**src/rtl/adder3_pipe.sv**
```systemverilog
// Pipelined multi-lane three-operand signed adder: a+b+c (+ previous d when
// accumulating) with per-sample saturate/wrap, two-cycle latency.
module adder3_pipe #(
  parameter int N  = 3,
  parameter int CH = 2
) (
  input  logic                  clk,
  input  logic                  rst,
  input  logic                  in_valid,
  input  logic [CH*(2**N)-1:0]  a,
  input  logic [CH*(2**N)-1:0]  b,
  input  logic [CH*(2**N)-1:0]  c,
  input  logic                  sat_en,
  input  logic                  acc_en,
  input  logic                  ovf_clr,
  output logic                  out_valid,
  output logic [CH*(2**N)-1:0]  d,
  output logic [CH-1:0]         ovf,
  output logic                  ovf_sticky
);

  localparam int W = 2**N;

  // The full sum fits W+2 bits; it is in range when its top three bits agree.
  function automatic logic sum_ovf(input logic [W+1:0] s);
    return !((s[W+1:W-1] == 3'b000) || (s[W+1:W-1] == 3'b111));
  endfunction

  function automatic logic [W-1:0] sum_clamp(input logic [W+1:0] s);
    logic [W-1:0] r;
    if (!sum_ovf(s)) begin
      r = s[W-1:0];
    end else if (s[W+1]) begin
      r = {1'b1, {(W-1){1'b0}}};
    end else begin
      r = {1'b0, {(W-1){1'b1}}};
    end
    return r;
  endfunction

  logic [CH-1:0][W:0]   p1_q, p1_d;
  logic [CH-1:0][W-1:0] c1_q, c1_d;
  logic                 sat1_q, sat1_d;
  logic                 acc1_q, acc1_d;
  logic                 v1_q, v1_d;
  logic [CH-1:0][W+1:0] sum_s;
  logic [CH-1:0][W-1:0] d_q, d_d;
  logic [CH-1:0]        ovf_q, ovf_d;
  logic                 out_valid_q, out_valid_d;
  logic                 sticky_q, sticky_d;

  // Stage 1: partial sum a+b and per-sample controls, captured only on in_valid.
  always_comb begin
    p1_d   = p1_q;
    c1_d   = c1_q;
    sat1_d = sat1_q;
    acc1_d = acc1_q;
    v1_d   = in_valid;
    if (in_valid) begin
      for (int k = 0; k < CH; k++) begin
        p1_d[k] = {a[k*W+W-1], a[k*W +: W]} + {b[k*W+W-1], b[k*W +: W]};
        c1_d[k] = c[k*W +: W];
      end
      sat1_d = sat_en;
      acc1_d = acc_en;
    end else begin
      p1_d   = p1_q;
      c1_d   = c1_q;
      sat1_d = sat1_q;
      acc1_d = acc1_q;
    end
  end

  // Stage 2: full sum with optional feedback of the registered result.
  always_comb begin
    sum_s = {(CH*(W+2)){1'b0}};
    for (int k = 0; k < CH; k++) begin
      sum_s[k] = {p1_q[k][W], p1_q[k]}
               + {{2{c1_q[k][W-1]}}, c1_q[k]}
               + (acc1_q ? {{2{d_q[k][W-1]}}, d_q[k]} : {(W+2){1'b0}});
    end
  end

  // Result, overflow and sticky flag; d/ovf hold through bubbles.
  always_comb begin
    d_d         = d_q;
    ovf_d       = ovf_q;
    out_valid_d = v1_q;
    if (v1_q) begin
      for (int k = 0; k < CH; k++) begin
        ovf_d[k] = sum_ovf(sum_s[k]);
        d_d[k]   = sat1_q ? sum_clamp(sum_s[k]) : sum_s[k][W-1:0];
      end
    end else begin
      d_d   = d_q;
      ovf_d = ovf_q;
    end
    sticky_d = (sticky_q & ~ovf_clr) | (v1_q & (|ovf_d));
  end

  // Pipeline registers with synchronous active-low reset.
  always_ff @(posedge clk) begin
    if (!rst) begin
      p1_q        <= {(CH*(W+1)){1'b0}};
      c1_q        <= {(CH*W){1'b0}};
      sat1_q      <= 1'b0;
      acc1_q      <= 1'b0;
      v1_q        <= 1'b0;
      d_q         <= {(CH*W){1'b0}};
      ovf_q       <= {CH{1'b0}};
      out_valid_q <= 1'b0;
      sticky_q    <= 1'b0;
    end else begin
      p1_q        <= p1_d;
      c1_q        <= c1_d;
      sat1_q      <= sat1_d;
      acc1_q      <= acc1_d;
      v1_q        <= v1_d;
      d_q         <= d_d;
      ovf_q       <= ovf_d;
      out_valid_q <= out_valid_d;
      sticky_q    <= sticky_d;
    end
  end

  assign out_valid  = out_valid_q;
  assign d          = d_q;
  assign ovf        = ovf_q;
  assign ovf_sticky = sticky_q;

endmodule

```
**config.mk**
```make
export PLATFORM = sky130hd
export DESIGN_NAME = adder3_pipe
export DESIGN_NICKNAME = d
export VERILOG_FILES = /design/src/rtl/adder3_pipe.sv
export SDC_FILE = /design/constraint.sdc
export NUM_CORES = 1
export LEC_CHECK = 0
export CORE_UTILIZATION = 45
export DETAILED_ROUTE_END_ITERATION = 8
export HOLD_SLACK_MARGIN = 0.05
export PLACE_DENSITY = 0.76
export RECOVER_POWER = 25
export SYNTH_ARGS = -nofsm -noshare
export SYNTH_HDL_FRONTEND = slang
export SYNTH_SLANG_ARGS = --single-unit
```
**constraint.sdc**
```tcl
create_clock -name clk -period 3.8 [get_ports clk]
set_clock_uncertainty 0.15 [all_clocks]
set_input_delay 0.38 -clock clk [delete_from_list [all_inputs] [get_ports clk]]
set_output_delay 0.38 -clock clk [all_outputs]
set_load 0.01 [all_outputs]
```
==> metrics.csv, run 1 <==
stage,metric,value,unit
outcome,status,"finished, violations left",
outcome,failed_checks,"max-capacitance violations, max-slew violations",
worst_setup_path,timing.critical_path.slowest_cell_delay,0.49,ns
logic_synthesis,synthesis.nets,550,
sta,max_freq,291,MHz
logic_synthesis,synth_ff_type,dfxtp_1,
floorplanning,num_rows,34,
detailed_routing,wirelength,8.89,mm
pwr,ir_drop,0.187,mV
placement,dp_hpwl,6.88,mm
detailed_routing,wl_per_cell,14.2,microns
worst_hold_path,hold-path-cell-count,2,
floorplanning,initial_utilization,46.2,%
floorplanning,die_h,96.3,microns
logic_synthesis,synthCells,442,
pwr,power,0.00180,W
clock_tree,ctsHoldBuffers,0,
clock_tree,clk_latency,0.34,ns
logic_synthesis,ys.warnings.count,0,
worst_hold_path,hold_class,reg2reg,
sta,layout_min_cycle_time,3.43,ns
floorplanning,die_w,96.3,microns
worst_setup_path,crit_chain,and2_1 > fa_1 > ha_1 > inv_1 > fa_1 > nor2b_1 > o211ai_1 > a21oi_1 > nand3b_1 > nand2_1 > o21a_1 > a211oi_1,
sta,hold_viol,0,
sta,tns,0,ns
clock_tree,clk_path_buf_depth,2,
worst_setup_path,cp_max_fo,17,
floorplanning,core-area,8680,sq um
detailed_routing,vias_per_cell,5.30,
worst_setup_path,reg2reg_depth,12,
worst_setup_path,slowest_stage,fa_1,
flow_run,drv_cap,1,
logic_synthesis,syn_area,4010,sq um
worst_setup_path,arrival,3.53,ns
sta,slew_violations,48,
clock_tree,cts_tree,built,
global_routing,grt_pass1_wl,14.2,mm
detailed_routing,first_pass_iters,5,
final_layout,fill_cells,769,
clock_tree,numClockSinks,57,
worst_setup_path,path_common_cell,fa_1,
floorplanning,ios,74,
worst_setup_path,crit_type,reg2reg,
worst_setup_path,worstPathRequired,3.89,ns
logic_synthesis,synthArstFlopShare,0,%
logic_synthesis,synth_commonest_cells,"nor2_1 (60), dfxtp_1 (57), ha_1 (32), inv_1 (31), mux2i_1 (31)",
clock_tree,htreeDepth,3,
global_routing,grt_overflow_total,0,
global_routing,grt_max_degree,48,
detailed_routing,num_vias,3310,
placement,port_buffers,73,
clock_tree,clk_pin_slew,0.07,ns
logic_synthesis,synth-seq-cells,57,
logic_synthesis,synth_most_common_cell,nor2_1,
sta,relSlewSlack,-80.7,%
pwr,powerDensity,361,nW/um^2
sta,setup_viol,0,
logic_synthesis,synth.area.top_cells,"dfxtp_1 (28%), fa_1 (11%), ha_1 (10%), mux2i_1 (7.7%), nor2_1 (5.6%)",
global_routing,track_usage,20.5,%
sta,rsz0062_at_grt,no,
logic_synthesis,yosys.area.top_type,dfxtp_1,
placement,dp.cells,609,
placement,place_congestion,0.874,
worst_setup_path,cp-start-kind,register,
logic_synthesis,seq_area_frac_synth,28.5,%
logic_synthesis,netlist.area_leader.share,28.5,%
global_routing,grt_pass1_vias,3039,
worst_setup_path,regToRegSetupSlack,0.37,ns
sta,min_period_over_period,90.4,%
final_layout,final_nets,620,
pwr,p_leak,2.15,nW
final_layout,fin_cells,625,
detailed_routing,drc,0,
logic_synthesis,syn_avg_cell_area,9.06,sq um
clock_tree,cts_made_buffers,9,
global_routing,grt_antenna_before_repair,0,
final_layout,drive_gt1_share,6.38,%
placement,placed_area,4800,sq um
logic_synthesis,synth.distinct_cells,50,
floorplanning,die_area,9280,sq um
final_layout,fin_area,4990,sq um
sta,worstMarginPinSlew,2.71,ns
detailed_routing,drtIter0Drc,186,
final_layout,area_growth,24.7,%
logic_synthesis,synth_edf_count,0,
worst_setup_path,cp-end-kind,register,
clock_tree,clockRootBuffer,clkbuf_8,
final_layout,diodes,0,
detailed_routing,ant_nets,0,
## cells in the final DEF (no fill, tap or decap), types with 4 or more instances in the layout
| master | synthesis | layout |
|---|---|---|
| nand2_1 | 17 | 17 |
| a21oi_1 | 22 | 22 |
| nor3_1 | 8 | 8 |
| nand3_1 | 8 | 8 |
| xnor2_1 | 8 | 8 |
| mux2i_1 | 31 | 31 |
| a21o_1 | 6 | 6 |
| and2_1 | 14 | 14 |
| o2bb2ai_1 | 4 | 4 |
| nand3b_1 | 6 | 6 |
| xor2_1 | 6 | 6 |
| clkbuf_1 | 9 | 4 |
| a211oi_1 | 14 | 14 |
| a211oi_2 | 5 | 5 |
| nand2b_1 | 8 | 8 |
| inv_1 | 31 | 31 |
| o21a_1 | 4 | 4 |
| fa_1 | 22 | 22 |
| o211ai_1 | 6 | 6 |
| dfxtp_1 | 57 | 56 |
| ha_1 | 32 | 32 |
| clkdlybuf4s50_1 | 0 | 72 |
| o21ai_0 | 22 | 22 |
| clkbuf_8 | 0 | 10 |
| nor2b_1 | 6 | 6 |
| nor2_1 | 60 | 60 |
## stage by stage
step / hold slack [ns] / utilization, % / worst slack, ns
6_report: 0.327 / 57.5 / 0.366
5_1_grt: 0.349 / 57.5 / 0.127
4_1_cts: 0.328 / 57.5 / 0.265
3_5_place_dp: 0.318 / 55.4 / 0.286
3_3_place_gp: 0.308 / 55.4 / 0.418
2_1_floorplan: 0.296 / - / 0.584
## report_power, final
part           switching [W]  leakage (nW)  internal, W  total [W]
Combinational       0.000271          1.58     0.000275   0.000546
Clock               0.000231        0.0974     0.000319   0.000550
Sequential         0.0000559         0.471     0.000650   0.000706
Total               0.000558          2.15      0.00124    0.00180
## what timing repair did
action | in CTS | in global routing
hold endpoints to repair | 0 | 0
resized for setup | 0 | 1
setup endpoints to repair | 0 | 4
setup buffers | 0 | 0
## per-layer routing
metal | wire length (microns) | GRT usage [%]
met1 | 4190 | 27.4
met2 | 4040 | 32.6
met3 | 506 | 3.16
met4 | 149 | 9.44
met5 | 0 | 0
## worst max-delay path: cells and delay by family (launching register included)
family          cells  cell delay [ns]
simple gates        4             0.79
buf+inv             1             0.06
compound gates      4             0.89
fa+ha+maj           3             1.05
flops               1             0.40
## state kept, by name, indices dropped and copies added (netlist names)
name,cells
acc1_q,1
out_valid_d,1
d,16
ovf_sticky,1
out_valid,1
p1_q,18
sat1_q,1
c1_q,16
ovf,2
## path summary, 6_finish.rpt
check               from      to
hold / removal    ovf[0]  ovf[0]
hold reg to reg   ovf[0]  ovf[0]
setup / recovery  acc1_q    d[9]
setup reg to reg  acc1_q    d[9]
## layout make-up
cell class	count	area, sq um	area share (%)
Multi-Input combinational cell	337	2670	53.5
Inverter	33	124	2.48
Tap cell	108	135	2.71
Sequential cell	57	1140	22.9
Clock inverter	3	40.0	0.802
Timing Repair Buffer	74	732	14.7
Clock buffer	13	149	2.98
## cells by family (layout without fill, tap and decap cells)
group,Yosys count,after routing,synth area share (%)
compound gates,96,96,17.2
buf+inv,48,123,4.81
mux,31,31,7.75
simple gates,142,142,17.7
flops,57,57,28.5
xor+xnor,14,14,3.06
fa+ha+maj,54,54,21.0
(Power assumes the default switching activity.)
==> run 2: changes to the inputs <==
CTS_CLUSTER_SIZE = 16   (was unset)
clock period = 4 ns   (was 3.8 ns; I/O delays follow)
==> run 2 against run 1 <==
Effect of this change: the run still ends with max-capacitance violations, max-slew violations left; critical path depth is the same; register-to-register slack gained 0.095 ns; cell count is the same; critical endpoint is now ovf_sticky; largest cell class unchanged; largest power group unchanged.
==> metrics.csv, run 2 (synthesized netlist as in run 1, its figures left out) <==
stage,metric,value,unit
outcome,status,"finished, violations left",
outcome,failed_checks,"max-capacitance violations, max-slew violations",
worst_setup_path,critPathTopFamily,adder cells,
placement,place_congestion,0.880,
clock_tree,cts_made_buffers,9,
global_routing,grt_pass1_vias,3114,
sta,hold_viol,0,
global_routing,track_usage,20.2,%
detailed_routing,wirelength,8.58,mm
worst_setup_path,cp-start-kind,register,
worst_setup_path,arrival,3.62,ns
final_layout,layout_commonest_cell,clkdlybuf4s50_1,
clock_tree,cts_resized,0,
worst_setup_path,crit_chain,and2_1 > fa_1 > ha_1 > inv_1 > fa_1 > nand2b_1 > a211oi_1 > mux2i_1 > nor2_1 > or3_4 > a21oi_1 > o21ai_1,
clock_tree,clockRootBuffer,clkbuf_8,
pwr,powerDensity,348,nW/um^2
sta,fin_hold_ws,0.326,ns
placement,dp.cells,609,
worst_setup_path,path_common_cell,fa_1,
final_layout,drive_gt1_share,6.38,%
clock_tree,numClockSinks,57,
pwr,power.share.clock,32.0,%
clock_tree,ctsHoldBuffers,0,
detailed_routing,ant_nets,0,
pwr,switching_share,30.3,%
detailed_routing,wl_per_cell,13.7,microns
detailed_routing,drtIter0Drc,109,
floorplanning,num_rows,34,
worst_hold_path,hold_class,reg2reg,
final_layout,area_growth,25.1,%
floorplanning,die_h,96.3,microns
clock_tree,htreeDepth,3,
sta,relSlewSlack,-79.9,%
detailed_routing,num_vias,3287,
sta,rsz0062_at_grt,no,
final_layout,final_nets,620,
pwr,pwr-share-seq,38.3,%
flow_run,drv_cap,1,
pwr,ir_drop,0.136,mV
worst_setup_path,cp_num_buf_inv,1,
final_layout,layout_common_cells,"clkdlybuf4s50_1 (72), nor2_1 (60), dfxtp_1 (57)",
pwr,p_int,0.00122,W
global_routing,grt_overflow_total,0,
worst_setup_path,worstPathRequired,4.09,ns
sta,slew_violations,48,
clock_tree,clk_path_buf_depth,2,
global_routing,grt_max_degree,48,
pwr,combinationalPowerShare,29.7,%
placement,placed_area,4800,sq um
placement,port_buffers,73,
sta,tns,0,ns
worst_setup_path,cp-end-kind,register,
final_layout,largest_reg_flops,18,
detailed_routing,vias_per_cell,5.26,
worst_setup_path,slowest_stage,fa_1,
sta,worstMarginPinSlew,2.70,ns
pwr,p_leak,2.15,nW
final_layout,fin_cells,625,
clock_tree,clk_latency,0.34,ns
floorplanning,core-area,8680,sq um
floorplanning,die_w,96.3,microns
detailed_routing,first_pass_iters,5,
worst_setup_path,regToRegSetupSlack,0.46,ns
clock_tree,cts_setup_buffers,0,
global_routing,grt_pass1_wl,14.1,mm
sta,setup_viol,0,
floorplanning,initial_utilization,46.2,%
worst_setup_path,cp_max_fo,17,
sta,min_period_over_period,88.5,%
floorplanning,die_area,9280,sq um
clock_tree,cts_tree,built,
sta,layout_min_cycle_time,3.54,ns
global_routing,grt_antenna_before_repair,0,
placement,dp_hpwl,6.76,mm
pwr,netSwitchingPower,0.000529,W
worst_setup_path,crit_type,reg2reg,
final_layout,diodes,0,
worst_setup_path,timing.critical_path.slowest_cell_delay,0.48,ns
clock_tree,clk_pin_slew,0.06,ns
floorplanning,ios,74,
final_layout,fin_area,5010,sq um
sta,max_freq,283,MHz
detailed_routing,drc,0,
final_layout,regMostFlops,p1_q,
final_layout,post-route-util,57.7,%
run 2: changes by cell type in the layout (fill, tap and decap cells not counted), sizes merged:
cell	before	now
clkbuf	14	15
clkinv	2	1
run 2: worst register-to-register path, cell delays in order (launching register included):
cell	delay, ns
dfxtp_1	0.46
and2_1	0.25
fa_1	0.48
ha_1	0.19
inv_1	0.06
fa_1	0.39
nand2b_1	0.19
a211oi_1	0.28
mux2i_1	0.27
nor2_1	0.11
or3_4	0.36
a21oi_1	0.15
o21ai_1	0.07
run 2: power by group through the flow:
| stage | clock network (W) | logic, W | registers (W) |
|---|---|---|---|
| 6_report | 0.000559 | 0.000518 | 0.000670 |
| 5_1_grt | 0.000589 | 0.000580 | 0.000676 |
| 4_1_cts | 0.000565 | 0.000516 | 0.000670 |
| 3_5_place_dp | 0 | 0.000512 | 0.000682 |
| 3_3_place_gp | 0 | 0.000495 | 0.000681 |
| 2_1_floorplan | 0 | 0.000349 | 0.000669 |
run 2: per-stage QoR:
stage / total power [W] / setup WS [ns]
6_report: 0.00175 / 0.461
2_1_floorplan: 0.00102 / 0.784
3_3_place_gp: 0.00118 / 0.620
4_1_cts: 0.00175 / 0.470
3_5_place_dp: 0.00119 / 0.479
5_1_grt: 0.00185 / 0.221
run 2: final cells by class:
class / count / area (sq um)
fill: 781 / 3670
multi-input combinational: 337 / 2670
sequential: 57 / 1140
timing repair buffer: 74 / 732
clock buffer: 14 / 173
tap: 108 / 135
inverter: 33 / 124
clock inverter: 2 / 35.0
run 2: worst paths after layout:
check,startpoint,end,cells past startpoint
max,acc1_q,ovf_sticky,12
min,p1_q[15],p1_q[15],2
max reg2reg,acc1_q,ovf_sticky,12
min reg2reg,p1_q[15],p1_q[15],2
run 2: metal layers:
| metal | wire length (microns) | vias up | track usage, % |
|---|---|---|---|
| li1 | - | 1674 | - |
| met1 | 4280 | 1512 | 27.3 |
| met2 | 3810 | 89 | 31.5 |
| met3 | 335 | 12 | 2.92 |
| met4 | 155 | 0 | 9.80 |
| met5 | 0 | - | 0 |
==> run 3: changes to the inputs <==
ABC_AREA = 1   (was unset)
CTS_CLUSTER_DIAMETER = 60   (was unset)
==> run 3 against run 2 <==
Effect of this change: the run ends with design-rule violations, max-capacitance violations, max-slew violations left; maximum frequency grew 13%; core utilization grew 0.46 points; area after synthesis grew 3.2%; synthesized cell count grew 31%; power grew 1.2%; sequential cell count is the same; clock power shrank 2%; non-clock buffer count grew 1; largest cell class unchanged.
==> metrics.csv, run 3 <==
stage,metric,value,unit
outcome,status,"finished, violations left",
outcome,failed_checks,"design-rule violations, max-capacitance violations, max-slew violations",
global_routing,grt_pass1_wl,16.1,mm
logic_synthesis,synthMuxAreaShare,0,%
worst_setup_path,regToRegSetupSlack,0.86,ns
clock_tree,clk_path_buf_depth,2,
logic_synthesis,synth.distinct_cells,29,
worst_setup_path,arrival,3.22,ns
detailed_routing,drtIter0Drc,144,
floorplanning,die_area,9570,sq um
logic_synthesis,synth_most_common_cell,nand2_1,
global_routing,grt_antenna_before_repair,0,
final_layout,layout_commonest_cell,nand2_1,
logic_synthesis,synth-xor-area-share,4.45,%
sta,setup_viol,0,
sta,max_freq,319,MHz
sta,layout_min_cycle_time,3.14,ns
detailed_routing,drc,6,
worst_setup_path,slowest_stage,dfxtp_1,
worst_setup_path,worstPathRequired,4.08,ns
logic_synthesis,ys.warnings.count,0,
pwr,powerDensity,345,nW/um^2
pwr,ir_drop,0.162,mV
sta,rsz0062_at_grt,no,
worst_setup_path,r2r-start,acc1_q,
sta,min_period_over_period,78.5,%
sta,slew_violations,43,
sta,tns,0,ns
global_routing,grt_max_degree,43,
worst_setup_path,critPathTopFamily,adder cells,
clock_tree,cts_made_buffers,9,
clock_tree,cts_tree,built,
detailed_routing,first_pass_iters,6,
clock_tree,clk_latency,0.34,ns
final_layout,register_area,1140,sq um
worst_setup_path,cp-start-kind,register,
logic_synthesis,syn_avg_cell_area,7.12,sq um
clock_tree,ctsHoldBuffers,0,
worst_setup_path,crit_chain,nand2_1 > fa_1 > inv_1 > ha_1 > inv_1 > fa_1 > inv_1 > nand2_1 > nand3_2 > nand2_1 > nand2_1 > nand2_1 > nand2_1 > nand2_1 > nand2_2 > nand2_4 > nand2_1 > a21oi_1,
sta,hold_viol,0,
logic_synthesis,synthArstFlopShare,0,%
clock_tree,cts_setup_buffers,0,
placement,port_buffers,73,
final_layout,diodes,0,
worst_setup_path,timing.critical_path.slowest_cell_delay,0.69,ns
logic_synthesis,netlist.area_leader.share,27.6,%
worst_setup_path,path_common_cell,nand2_1,
floorplanning,die_h,97.8,microns
global_routing,grt_pass1_vias,3654,
detailed_routing,vias_per_cell,4.96,
logic_synthesis,synthCells,580,
floorplanning,die_w,97.8,microns
placement,dp.cells,745,
logic_synthesis,synth-seq-cells,57,
detailed_routing,wirelength,9.45,mm
logic_synthesis,synth.area.top_cells,"dfxtp_1 (28%), nand2_1 (11%), fa_1 (11%), ha_1 (9.7%), inv_1 (8.3%)",
final_layout,layout_common_cells,"nand2_1 (123), inv_1 (91), nor2_1 (62)",
final_layout,post-route-util,58.2,%
logic_synthesis,yosys.area.top_type,dfxtp_1,
sta,worstMarginPinSlew,1.57,ns
flow_run,drv_cap,1,
logic_synthesis,synthAdderAreaFrac,20.4,%
floorplanning,num_rows,34,
worst_setup_path,r2r-end,d[1],
final_layout,multi_input_area,2570,sq um
placement,place_congestion,0.891,
logic_synthesis,seq_area_frac_synth,27.6,%
logic_synthesis,synth_compound_area_share,13.9,%
final_layout,regMostFlops,p1_q,
clock_tree,clk_pin_slew,0.07,ns
worst_hold_path,min_to,ovf_sticky,
worst_setup_path,reg2reg_depth,18,
logic_synthesis,synth_edf_count,0,
worst_setup_path,cp_num_buf_inv,3,
worst_hold_path,hold-path-cell-count,2,
logic_synthesis,syn_area,4130,sq um
final_layout,drive_gt1_share,4.60,%
worst_setup_path,crit_type,reg2reg,
worst_setup_path,cp_max_fo,17,
global_routing,grt_overflow_total,0,
clock_tree,numClockSinks,57,
final_layout,area_growth,24.0,%
floorplanning,core-area,8810,sq um
clock_tree,cts_resized,0,
placement,dp_hpwl,7.33,mm
pwr,p_leak,2.68,nW
detailed_routing,num_vias,3772,
worst_hold_path,hold_class,reg2reg,
clock_tree,clockRootBuffer,clkbuf_8,
final_layout,fill_cells,808,
final_layout,largest_reg_flops,18,
detailed_routing,wl_per_cell,12.4,microns
final_layout,final_nets,756,
global_routing,track_usage,20.9,%
worst_hold_path,min_from,ovf_sticky,
floorplanning,initial_utilization,46.9,%
sta,relSlewSlack,-4.67,%
worst_setup_path,cp-end-kind,register,
logic_synthesis,synth_top_family_by_area,simple AND/OR/NAND/NOR gates,
final_layout,fin_cells,760,
floorplanning,ios,74,
logic_synthesis,synth_commonest_cells,"nand2_1 (123), inv_1 (91), nor2_1 (62), dfxtp_1 (57), o21ai_0 (54)",
logic_synthesis,synth_ff_type,dfxtp_1,
logic_synthesis,synthesis.nets,688,
clock_tree,htreeDepth,3,
logic_synthesis,synthSimpleGateAreaFrac,23.4,%
detailed_routing,ant_nets,0,
[run 3: changes by cell type in the layout (fill, tap and decap cells not counted), moves of 12 or more]
cell             delta
inv_1              +60
a21oi_1            +19
dlygate4sd3_1      +16
clkdlybuf4s50_1    -15
o21ai_0            +32
nand3_1            +14
mux2i_1            -31
a211oi_1           -12
and2_1             -14
nand2_1           +106
[run 3: worst max path at each step]
stage / depth (start not counted) / from / to / slack (ns)
global route: 15 / acc1_q / d[12] / 0.50
floorplan: 20 / acc1_q / d[9] / 1.06
detailed placement: 16 / acc1_q / d[12] / 0.88
CTS: 16 / acc1_q / d[12] / 0.87
finish: 18 / acc1_q / d[1] / 0.86
global placement: 14 / acc1_q / ovf_sticky / 0.92
[run 3: area by class of cell]
cell class              count  area share, %
inverters                  92           6.74
multi-input cells         413           50.1
repair buffers             75           14.5
clock inverters             3          0.781
flip-flops and latches     57           22.3
well taps                 108           2.64
clock buffers              12           3.03
[run 3: metrics by stage]
step,cell area [sq um],worst slack [ns],hold WS [ns],total power (W)
after global placement,4930,0.922,0.307,0.00121
final,5120,0.860,0.334,0.00177
after detailed placement,4930,0.879,0.335,0.00123
after global routing,5120,0.502,0.369,0.00189
after CTS,5130,0.871,0.344,0.00178
after floorplan,4130,1.06,0.314,0.00105
[run 3: cells by family after synthesis]
family	after synthesis
flops	57
xor+xnor	21
buf+inv	110
compound gates	109
simple gates	229
fa+ha+maj	54
[run 3: metal layers]
| metal | up-vias | wire, microns | GRT usage, % |
|---|---|---|---|
| met5 | - | 0 | 0 |
| met4 | 0 | 150 | 7.46 |
| met3 | 11 | 421 | 2.72 |
| met2 | 89 | 4440 | 35.8 |
| met1 | 1703 | 4430 | 27.1 |
| li1 | 1969 | - | - |
[run 3: power breakdown]
part / leakage (nW) / total (W) / internal (W) / switching, W
Sequential: 0.472 / 0.000663 / 0.000616 / 0.0000479
Clock: 0.102 / 0.000550 / 0.000316 / 0.000234
Combinational: 2.10 / 0.000554 / 0.000248 / 0.000306
[run 3: worst register-to-register path, delay by kind of cell, from the launching register on]
kind,cells,cell delay (ns)
AOI/OAI and AO/OA,1,0.06
adders and majority gates,3,0.94
buffers and inverters,3,0.23
DFF,1,0.69
and+or+nand+nor,11,0.94
